### config.mk
export PLATFORM = sky130hd
export DESIGN_NAME = tile_blit_ctrl
export DESIGN_NICKNAME = d
export VERILOG_FILES = /design/src/rtl/tile_blit_ctrl.sv
export SDC_FILE = /design/constraint.sdc
export NUM_CORES = 1
export LEC_CHECK = 0
export ABC_AREA = 0
export CAP_MARGIN = 0
export CORE_MARGIN = 2
export CORE_UTILIZATION = 69
export DETAILED_ROUTE_END_ITERATION = 10
export DONT_BUFFER_PORTS = 1
export PLACE_DENSITY = 0.87
export SETUP_SLACK_MARGIN = 0.02
export SLEW_MARGIN = 40
export SYNTH_ARGS = -nofsm -noshare
export SYNTH_HDL_FRONTEND = slang
export SYNTH_SLANG_ARGS = --single-unit
### constraint.sdc
create_clock -name clk -period 8.47 [get_ports clk]
set_clock_uncertainty 0.2 [all_clocks]
set_input_delay 1.2705 -clock clk [delete_from_list [all_inputs] [get_ports clk]]
set_output_delay 1.2705 -clock clk [all_outputs]
set_load 0.05 [all_outputs]
### src/rtl/tile_blit_ctrl.sv
`default_nettype none
// ============================================================================
//  Module      : tile_blit_ctrl
//  Description : Copies one tile from a tile ROM into a linear RGB565
//                framebuffer in raster order. Pixels that fall off-screen
//                are clipped, and pixels equal to the transparent key colour
//                are skipped. The outputs deliver one pixel per clock.
//  Revision    : 1.0  initial release
// ============================================================================
module tile_blit_ctrl #(
    parameter int          TILE_W = 32,
    parameter int          TILE_H = 32,
    parameter int          SCR_W  = 640,
    parameter int          SCR_H  = 480,
    parameter logic [15:0] KEY    = 16'hF81F
) (
    input  logic        clk,
    input  logic        rst,
    input  logic        start,
    input  logic [3:0]  tile_idx,
    input  logic [9:0]  left,
    input  logic [9:0]  top,
    output logic        busy,
    output logic        done,
    output logic [13:0] rom_addr,
    input  logic [15:0] rom_data,
    output logic [18:0] dst_addr,
    output logic [15:0] dst_data,
    output logic        dst_wr
);

    localparam int c_COL_W = $clog2(TILE_W);
    localparam int c_ROW_W = $clog2(TILE_H);

    localparam logic [c_COL_W-1:0] c_COL_LAST = c_COL_W'(TILE_W - 1);
    localparam logic [c_ROW_W-1:0] c_ROW_LAST = c_ROW_W'(TILE_H - 1);

    localparam logic [1:0] c_S_IDLE  = 2'd0;
    localparam logic [1:0] c_S_RUN   = 2'd1;
    localparam logic [1:0] c_S_DRAIN = 2'd2;
    localparam logic [1:0] c_S_DONE  = 2'd3;

    logic [1:0]         r_state;
    logic [3:0]         r_tile;
    logic [9:0]         r_left;
    logic [9:0]         r_top;
    logic [c_ROW_W-1:0] r_row;
    logic [c_COL_W-1:0] r_col;

    // Coordinates of the pixel whose ROM word is on rom_data this cycle
    logic               r_p_valid;
    logic [c_ROW_W-1:0] r_p_row;
    logic [c_COL_W-1:0] r_p_col;

    logic [10:0] w_sx;
    logic [10:0] w_sy;
    logic [21:0] w_lin;
    logic        w_on_screen;
    logic        w_wr_en;
    logic        w_last;

    // Address issued to the ROM is the live raster position within the latched tile
    assign rom_addr = 14'({r_tile, r_row, r_col});

    // Screen position of the aligned pixel; 11 bits so left/top + offset never wraps
    assign w_sx        = {1'b0, r_left} + 11'(r_p_col);
    assign w_sy        = {1'b0, r_top}  + 11'(r_p_row);
    assign w_lin       = 22'(w_sy) * 22'(SCR_W) + 22'(w_sx);
    assign w_on_screen = (w_sx < 11'(SCR_W)) && (w_sy < 11'(SCR_H));
    assign w_wr_en     = r_p_valid && w_on_screen && (rom_data != KEY);
    assign w_last      = (r_row == c_ROW_LAST) && (r_col == c_COL_LAST);

    // Control FSM, raster counters, data-alignment stage and registered write port
    always_ff @(posedge clk or posedge rst) begin
        if (rst) begin
            r_state   <= c_S_IDLE;
            r_tile    <= '0;
            r_left    <= '0;
            r_top     <= '0;
            r_row     <= '0;
            r_col     <= '0;
            r_p_valid <= 1'b0;
            r_p_row   <= '0;
            r_p_col   <= '0;
            busy      <= 1'b0;
            done      <= 1'b0;
            dst_wr    <= 1'b0;
            dst_addr  <= '0;
            dst_data  <= '0;
        end else begin
            // ROM latency is one clock, so the pixel coordinates follow one cycle behind
            r_p_valid <= (r_state == c_S_RUN);
            r_p_row   <= r_row;
            r_p_col   <= r_col;

            // Address/data only move on an actual write, otherwise they hold
            dst_wr <= w_wr_en;
            if (w_wr_en) begin
                dst_addr <= w_lin[18:0];
                dst_data <= rom_data;
            end

            case (r_state)
                c_S_IDLE: begin
                    if (start) begin
                        r_tile  <= tile_idx;
                        r_left  <= left;
                        r_top   <= top;
                        r_row   <= '0;
                        r_col   <= '0;
                        busy    <= 1'b1;
                        r_state <= c_S_RUN;
                    end
                end
                c_S_RUN: begin
                    // Counters wrap to zero naturally after the final pixel
                    r_col <= r_col + 1'b1;
                    if (r_col == c_COL_LAST) begin
                        r_row <= r_row + 1'b1;
                    end
                    if (w_last) begin
                        r_state <= c_S_DRAIN;
                    end
                end
                c_S_DRAIN: begin
                    busy    <= 1'b0;
                    done    <= 1'b1;
                    r_state <= c_S_DONE;
                end
                default: begin
                    done    <= 1'b0;
                    r_state <= c_S_IDLE;
                end
            endcase
        end
    end

endmodule
`default_nettype wire

==> metrics, run 1 <==
data arrival time of the critical path=4.38 ns; most common cell after layout, fill and taps aside=dfrtp_1; required time of the worst setup path=8.52 ns; sum of overflow across all layers after global routing=0; headroom to the max-slew limit=0.5668; async set-or-reset flop fraction in the synthesized netlist=1.000; initial standard-cell utilization of the core=0.7164; Hold EP=r_left[3]$_DFFE_PP0P_; number of max-capacitance violations reported=0; count of input and output buffers=0; delay-heaviest family, CP=compound AO/OA/AOI/OAI gates; Routed met2 length=4.173 mm; Finish-stage setup viols=0; Inst Count DP=495; Core Rows=30; nets@finish=494; Hold Startpoint=r_left[3]$_DFFE_PP0P_; number of endpoints with negative hold slack in the final report=0; synthesized instance count=410; maximum single-stage delay on the critical path=0.43 ns; Final Max Slew Viols=0; synthesized-area fraction occupied by adder cells=0.1116; highest routing layer actually used=met4; TritonCTS Sinks=85; wire length of the first global-routing pass=14.15 mm; count of cells along the worst register-to-register path=15; Simple-Gate Fraction of Synth Area=0.09100; area of the die=7741 µm²; count of vias placed by the detailed router=3050; number of antenna-violating nets in the routed design=0; crit path cell chain=ha_1, a21o_1, a21oi_1, xor2_1, inv_1, ha_1, ha_1, fa_1, a211oi_1, nor2_1, o31a_1, a21oi_1, nand4_1, xnor2_1, mux2_2; total of warnings raised by yosys=0; kind of critical path=flop to flop; clock-pin slew on the worst setup and hold paths=0.09 ns; area of the mapped netlist=4867 µm²; combinational family with the most area after synthesis=multiplexers; commonest cells after routing, fill and taps aside=dfrtp_1 (85), ha_1 (37), mux2_2 (32); synthesized area divided by synthesized cell count=11.87 µm²; number of design rule violations left after detail routing=0; slack of the worst reg-to-reg path=4.14 ns; worst slew pin tran=0.6498 ns; Pre-Repair DR Iteration Count=4; overall die width=87.99 µm; via density per instance=5.969; wire length on met1=3.837 mm; final routed wirelength across all metal layers=8.764 mm; buffers from clock root to sink, at most=2; clock tree from TritonCTS=done; area overhead of the layout relative to synthesis=5.784%; slowest cell on the critical path=fa_1; critical path depth in cells=15; type of the tightest min-delay check=flop to flop; Tmin final=4.331 ns; Worst Hold Path Cells=1; start of the worst register-to-register path=r_top[1]$_DFFE_PP0P_; number of enable-type register cells in the synthesized netlist=0; placeable core region=6794 µm²; worst reg2reg path endpoint=dst_addr[18]$_DFFE_PP0P_; count of buffer and inverter cells on the critical path=1; number of H-tree branching levels=3; most used cell, CP=ha_1; net count of the mapped netlist=494; synthesized-area fraction occupied by xor and xnor cells=0.06478; overall global routing resource usage=0.2376; io pins=95; Primary FF master, synth=dfrtp_1; number of antenna violations at the first check in global routing=2; sequential-to-total area share from yosys stat=0.4370; complex-gate fraction of the synthesized area=0.09923; Setup Fix Bufs, Post-CTS=0; setup repair after global routing missed its margin=false; ant diodes=0; portion of netlist area occupied by mux cells=0.1656; number of cells in the finished layout apart from fillers=511; final weighted congestion in routability-driven placement=0.8250; detailed-placement wirelength estimate=6.542 mm; number of design-rule violations left by the first detailed-router iteration=106; highest net fanout along the worst path=4; Cell variety after synth=52; clk root buf=clkbuf_8; end-of-flow core utilization=0.7578; total negative setup slack=0 ns; Max Clock Freq=230.9 MHz; routed length on met3=600 µm; run status=complete, no violations; Final period util=0.5113; overall die height=87.99 µm; hold bufs inserted after CTS=0; kind of capture point of the worst setup path=flop; worst-skew pair later-pin latency=0.36 ns; number of global-route vias before repair=3061; ratio of cells with drive above 1 in the final layout=0.2048; maximum number of pins on one net before global-route repair=86; wire per inst=17.15 µm; Yosys reg bits=85; CTS Buf Count=9; cells resized by post-CTS repair=0; sort of element at the start of the critical path=flop
[cell families after synthesis]
kind of cell	count (synthesis)
fa+ha+maj	41
compound gates	71
xor+xnor	36
buf+inv	34
flops	85
simple gates	80
mux	63
[worst register-to-register path: stages, from the launching register on]
cell      delay, ns
dfrtp_1        0.40
ha_1           0.30
a21o_1         0.18
a21oi_1        0.38
xor2_1         0.28
inv_1          0.08
ha_1           0.30
ha_1           0.23
fa_1           0.43
a211oi_1       0.24
nor2_1         0.12
o31a_1         0.27
a21oi_1        0.26
nand4_1        0.17
xnor2_1        0.15
mux2_2         0.26
[final cells by class]
class / count / area (µm²)
clock buffer: 11 / 141.4
clock inverter: 5 / 66.31
fill: 438 / 1645
inverter: 21 / 80.08
multi-input combinational: 291 / 2592
sequential: 85 / 2127
tap: 96 / 120.1
timing repair buffer: 2 / 21.27
[worst max path at each step]
stage / startpoint / end / slack (ns)
finish: r_top[1]$_DFFE_PP0P_ / dst_addr[18]$_DFFE_PP0P_ / 4.14
global route: r_top[1]$_DFFE_PP0P_ / dst_addr[18]$_DFFE_PP0P_ / 3.89
CTS: r_top[0]$_DFFE_PP0P_ / dst_addr[18]$_DFFE_PP0P_ / 4.16
detailed placement: r_top[1]$_DFFE_PP0P_ / dst_addr[18]$_DFFE_PP0P_ / 4.22
global placement: r_top[1]$_DFFE_PP0P_ / dst_addr[18]$_DFFE_PP0P_ / 4.39
floorplan: r_top[1]$_DFFE_PP0P_ / dst_addr[18]$_DFFE_PP0P_ / 4.56
[sequential cells by signal, indices dropped and copies added, names as in the netlist]
name / flops
dst_wr: 1
dst_addr: 19
r_p_valid: 1
r_row: 5
r_tile: 4
r_left: 10
r_top: 10
dst_data: 16
done: 1
r_state: 2
r_p_col: 5
r_col: 5
r_p_row: 5
busy: 1
[cell usage after synthesis (all sizes together) (4+ instances only)]
| cell | instances | area [µm²] |
|---|---|---|
| xnor2 | 24 | 210.2 |
| and3 | 5 | 32.53 |
| inv | 21 | 78.83 |
| clkbuf | 10 | 37.54 |
| o21ai | 21 | 108.9 |
| nor2 | 18 | 67.56 |
| nor2b | 4 | 25.02 |
| nand2 | 15 | 56.30 |
| mux2i | 4 | 40.04 |
| a211oi | 4 | 30.03 |
| nand4 | 8 | 50.05 |
| mux2 | 59 | 765.7 |
| a21oi | 15 | 78.83 |
| dfrtp | 85 | 2127 |
| ha | 37 | 462.9 |
| fa | 4 | 80.08 |
| xor2 | 12 | 105.1 |
| a21o | 6 | 45.04 |
| nand2b | 4 | 25.02 |
| a22o | 4 | 35.03 |
| nand3 | 7 | 35.03 |
[metrics by stage]
stage	cell area [µm²]	hold slack (ns)	worst slack [ns]
after floorplan	4867	0.2862	4.556
after global placement	4932	0.2947	4.389
after detailed placement	4938	0.3098	4.218
after CTS	5146	0.3308	4.164
after global routing	5149	0.3513	3.892
final	5149	0.3259	4.139
[routing by layer]
metal	vias up	GRT usage
met5	-	0
met4	0	0.07972
met3	13	0.08200
met2	90	0.3815
met1	1485	0.3028
li1	1462	-
Power of run 1 is left out: the tool's default activity adds up to more than one toggle a clock period on the data nets, which glitch-free logic cannot reach.
==> inputs of run 2 (changes only) <==
- CORE_UTILIZATION: 69 -> 64
- PLACE_DENSITY: 0.87 -> 0.82
- clock period: 8.47 -> 4.3 ns (I/O delays scaled with it)
==> run 2 against run 1 <==
  * The run now ends with hold timing left
  * Critical path depth is 2 higher
  * Design area is 0.58% higher
  * Setup slack worse by 3.9 ns
  * Die area is 7.5% higher
==> metrics, run 2 (same netlist as run 1, synthesis figures left out) <==
count of input and output buffers=0 (unchanged); highest net fanout along the worst path=5 (was 4); clock tree from TritonCTS=done (unchanged); data arrival time of the critical path=4.05 ns (was 4.38 ns); run status=finished with violations (was complete, no violations); overall die width=91.21 µm (was 87.99 µm); area used by sequential logic in the layout=2127 µm² (unchanged); worst hold slack=-0.01387 ns (was 0.3259 ns); number of endpoints with negative hold slack in the final report=17 (was 0); wire per inst=16.47 µm (was 17.15 µm); number of antenna violations at the first check in global routing=1 (was 2); Critical Path Source=r_top[0]$_DFFE_PP0P_ (was r_top[1]$_DFFE_PP0P_); buffers from clock root to sink, at most=2 (unchanged); filler cell count in the final layout=547 (was 438); final routed wirelength across all metal layers=8.498 mm (was 8.764 mm); required time of the worst setup path=4.34 ns (was 8.52 ns); final weighted congestion in routability-driven placement=0.8790 (was 0.8250); Finish-stage setup viols=0 (unchanged); number of cells in the finished layout apart from fillers=516 (was 511); slowest cell on the critical path=fa_1 (unchanged); number of design-rule violations left by the first detailed-router iteration=78 (was 106); Final period util=0.9338 (was 0.5113); delay-heaviest family, CP=adder cells (was compound AO/OA/AOI/OAI gates); type of the tightest min-delay check=input port to asynchronous set/reset pin (was flop to flop); sort of element at the start of the critical path=flop (unchanged); number of antenna-violating nets in the routed design=0 (unchanged); biggest registers after layout=dst_addr x19, dst_data x16 (unchanged); Pre-Repair DR Iteration Count=6 (was 4); least setup slack across all paths after layout=0.2848 ns (was 4.139 ns); detailed-placement wirelength estimate=6.454 mm (was 6.542 mm); kind of critical path=flop to flop (unchanged); via density per instance=5.787 (was 5.969); TritonCTS Sinks=85 (unchanged); hold bufs inserted after CTS=0 (unchanged); Tmin final=4.015 ns (was 4.331 ns); critical path depth in cells=17 (was 15); initial standard-cell utilization of the core=0.6675 (was 0.7164); violations in the final reports=hold timing; maximum single-stage delay on the critical path=0.39 ns (was 0.43 ns); ratio of cells with drive above 1 in the final layout=0.2254 (was 0.2048); io pins=95 (unchanged); Final Max Slew Viols=0 (unchanged); number of global-route vias before repair=2853 (was 3061); count of vias placed by the detailed router=2986 (was 3050); Inst Count DP=499 (was 495); CTS Buf Count=9 (unchanged); count of cells along the worst register-to-register path=17 (was 15); most common cell after layout, fill and taps aside=dfrtp_1 (unchanged); worst slew pin tran=0.6524 ns (was 0.6498 ns); clock-pin slew on the worst setup and hold paths=0.09 ns (about the same); number of design rule violations left after detail routing=0 (unchanged); sum of overflow across all layers after global routing=0 (unchanged); Largest register FFs=19 (unchanged); most used cell, CP=ha_1 (unchanged); wire length of the first global-routing pass=14.08 mm (was 14.15 mm); end-of-flow core utilization=0.7102 (was 0.7578); crit path cell chain=ha_1, inv_1, fa_1, nor2b_1, o21ai_1, a21boi_2, o21a_1, nand2_1, xnor2_2, ha_1, ha_1, or3_1, a31oi_1, xnor2_1, nand4_1, xnor2_1, mux2_2 (was ha_1, a21o_1, a21oi_1, xor2_1, inv_1, ha_1, ha_1, fa_1, a211oi_1, nor2_1, o31a_1, a21oi_1, nand4_1, xnor2_1, mux2_2); number of H-tree branching levels=3 (unchanged); worst-skew pair later-pin latency=0.35 ns (was 0.36 ns); ant diodes=0 (unchanged); Core Rows=31 (was 30); headroom to the max-slew limit=0.5651 (was 0.5668); Most flops, register=dst_addr (unchanged); number of max-capacitance violations reported=0 (unchanged); area used by multi-input combinational logic=2623 µm² (was 2592 µm²); commonest cells after routing, fill and taps aside=dfrtp_1 (85), ha_1 (37), mux2_2 (32) (unchanged); area overhead of the layout relative to synthesis=6.401% (was 5.784%); maximum number of pins on one net before global-route repair=62 (was 86); overall global routing resource usage=0.2104 (was 0.2376); Max Clock Freq=249.1 MHz (was 230.9 MHz); clk root buf=clkbuf_8 (unchanged); start of the worst register-to-register path=r_top[0]$_DFFE_PP0P_ (was r_top[1]$_DFFE_PP0P_); count of buffer and inverter cells on the critical path=1 (unchanged); nets@finish=496 (was 494); overall die height=91.21 µm (was 87.99 µm); kind of capture point of the worst setup path=flop (unchanged); placeable core region=7292 µm² (was 6794 µm²); setup slack after placement=0.03225 ns (was 4.218 ns); area of the die=8318 µm² (was 7741 µm²)
-- run 2: changes by cell type in the layout (fill, tap and decap cells not counted), moves of 2 or more --
cell,delta
buf_4,+3
o21ai_0,-2
xnor2_1,-2
clkinv_4,+3
xnor2_2,+2
o21ai_1,+2
-- run 2: per-layer routing --
metal	vias up	wire length, µm	global-route usage
li1	1469	-	-
met1	1427	3976	0.2954
met2	75	3881	0.3136
met3	13	491	0.05975
met4	2	134	0.07576
met5	-	13	0
-- run 2: worst register-to-register path: stages (launching register included) --
cell and delay [ns]:
dfrtp_1 0.36, ha_1 0.17, inv_1 0.05, fa_1 0.39
nor2b_1 0.13, o21ai_1 0.09, a21boi_2 0.25, o21a_1 0.20
nand2_1 0.10, xnor2_2 0.17, ha_1 0.29, ha_1 0.25
or3_1 0.37, a31oi_1 0.17, xnor2_1 0.18, nand4_1 0.14
xnor2_1 0.14, mux2_2 0.26
-- run 2: repair_timing --
action                                  in CTS  in global routing
gates resized for setup                      1                  7
buffers inserted                             0                  1
pin swaps                                    0                  3
endpoints found under the setup margin       1                  3
-- run 2: layout make-up --
type / instances / share of cell area
clock buffer: 10 / 0.02658
clock inverter: 6 / 0.01039
inverter: 21 / 0.01619
multi-input combinational: 291 / 0.5064
sequential: 85 / 0.4107
tap: 99 / 0.02392
timing repair buffer: 4 / 0.005798
-- run 2: worst paths after layout --
check	end	slack [ns]
worst max-delay path	dst_addr[18]$_DFFE_PP0P_	0.28
worst min-delay path	r_state[1]$_DFFE_PP0P_	-0.01
min in group clk	dst_data[9]$_DFFE_PP0P_	0.24
max in group asynchronous	r_top[9]$_DFFE_PP0P_	3.21
worst max register to register	dst_addr[18]$_DFFE_PP0P_	0.28
worst min register to register	r_top[4]$_DFFE_PP0P_	0.32
-- run 2: per-stage QoR --
step | TNS, ns | hold WS (ns) | cell area, µm²
after CTS | 0 | 0.008346 | 5145
after global routing | -0.01100 | 0.006685 | 5179
after floorplan | 0 | 0.2862 | 4867
after detailed placement | 0 | 0.3052 | 4950
after global placement | 0 | 0.2935 | 4943
final | 0 | -0.01387 | 5179
Power of run 2 is left out for the same reason.
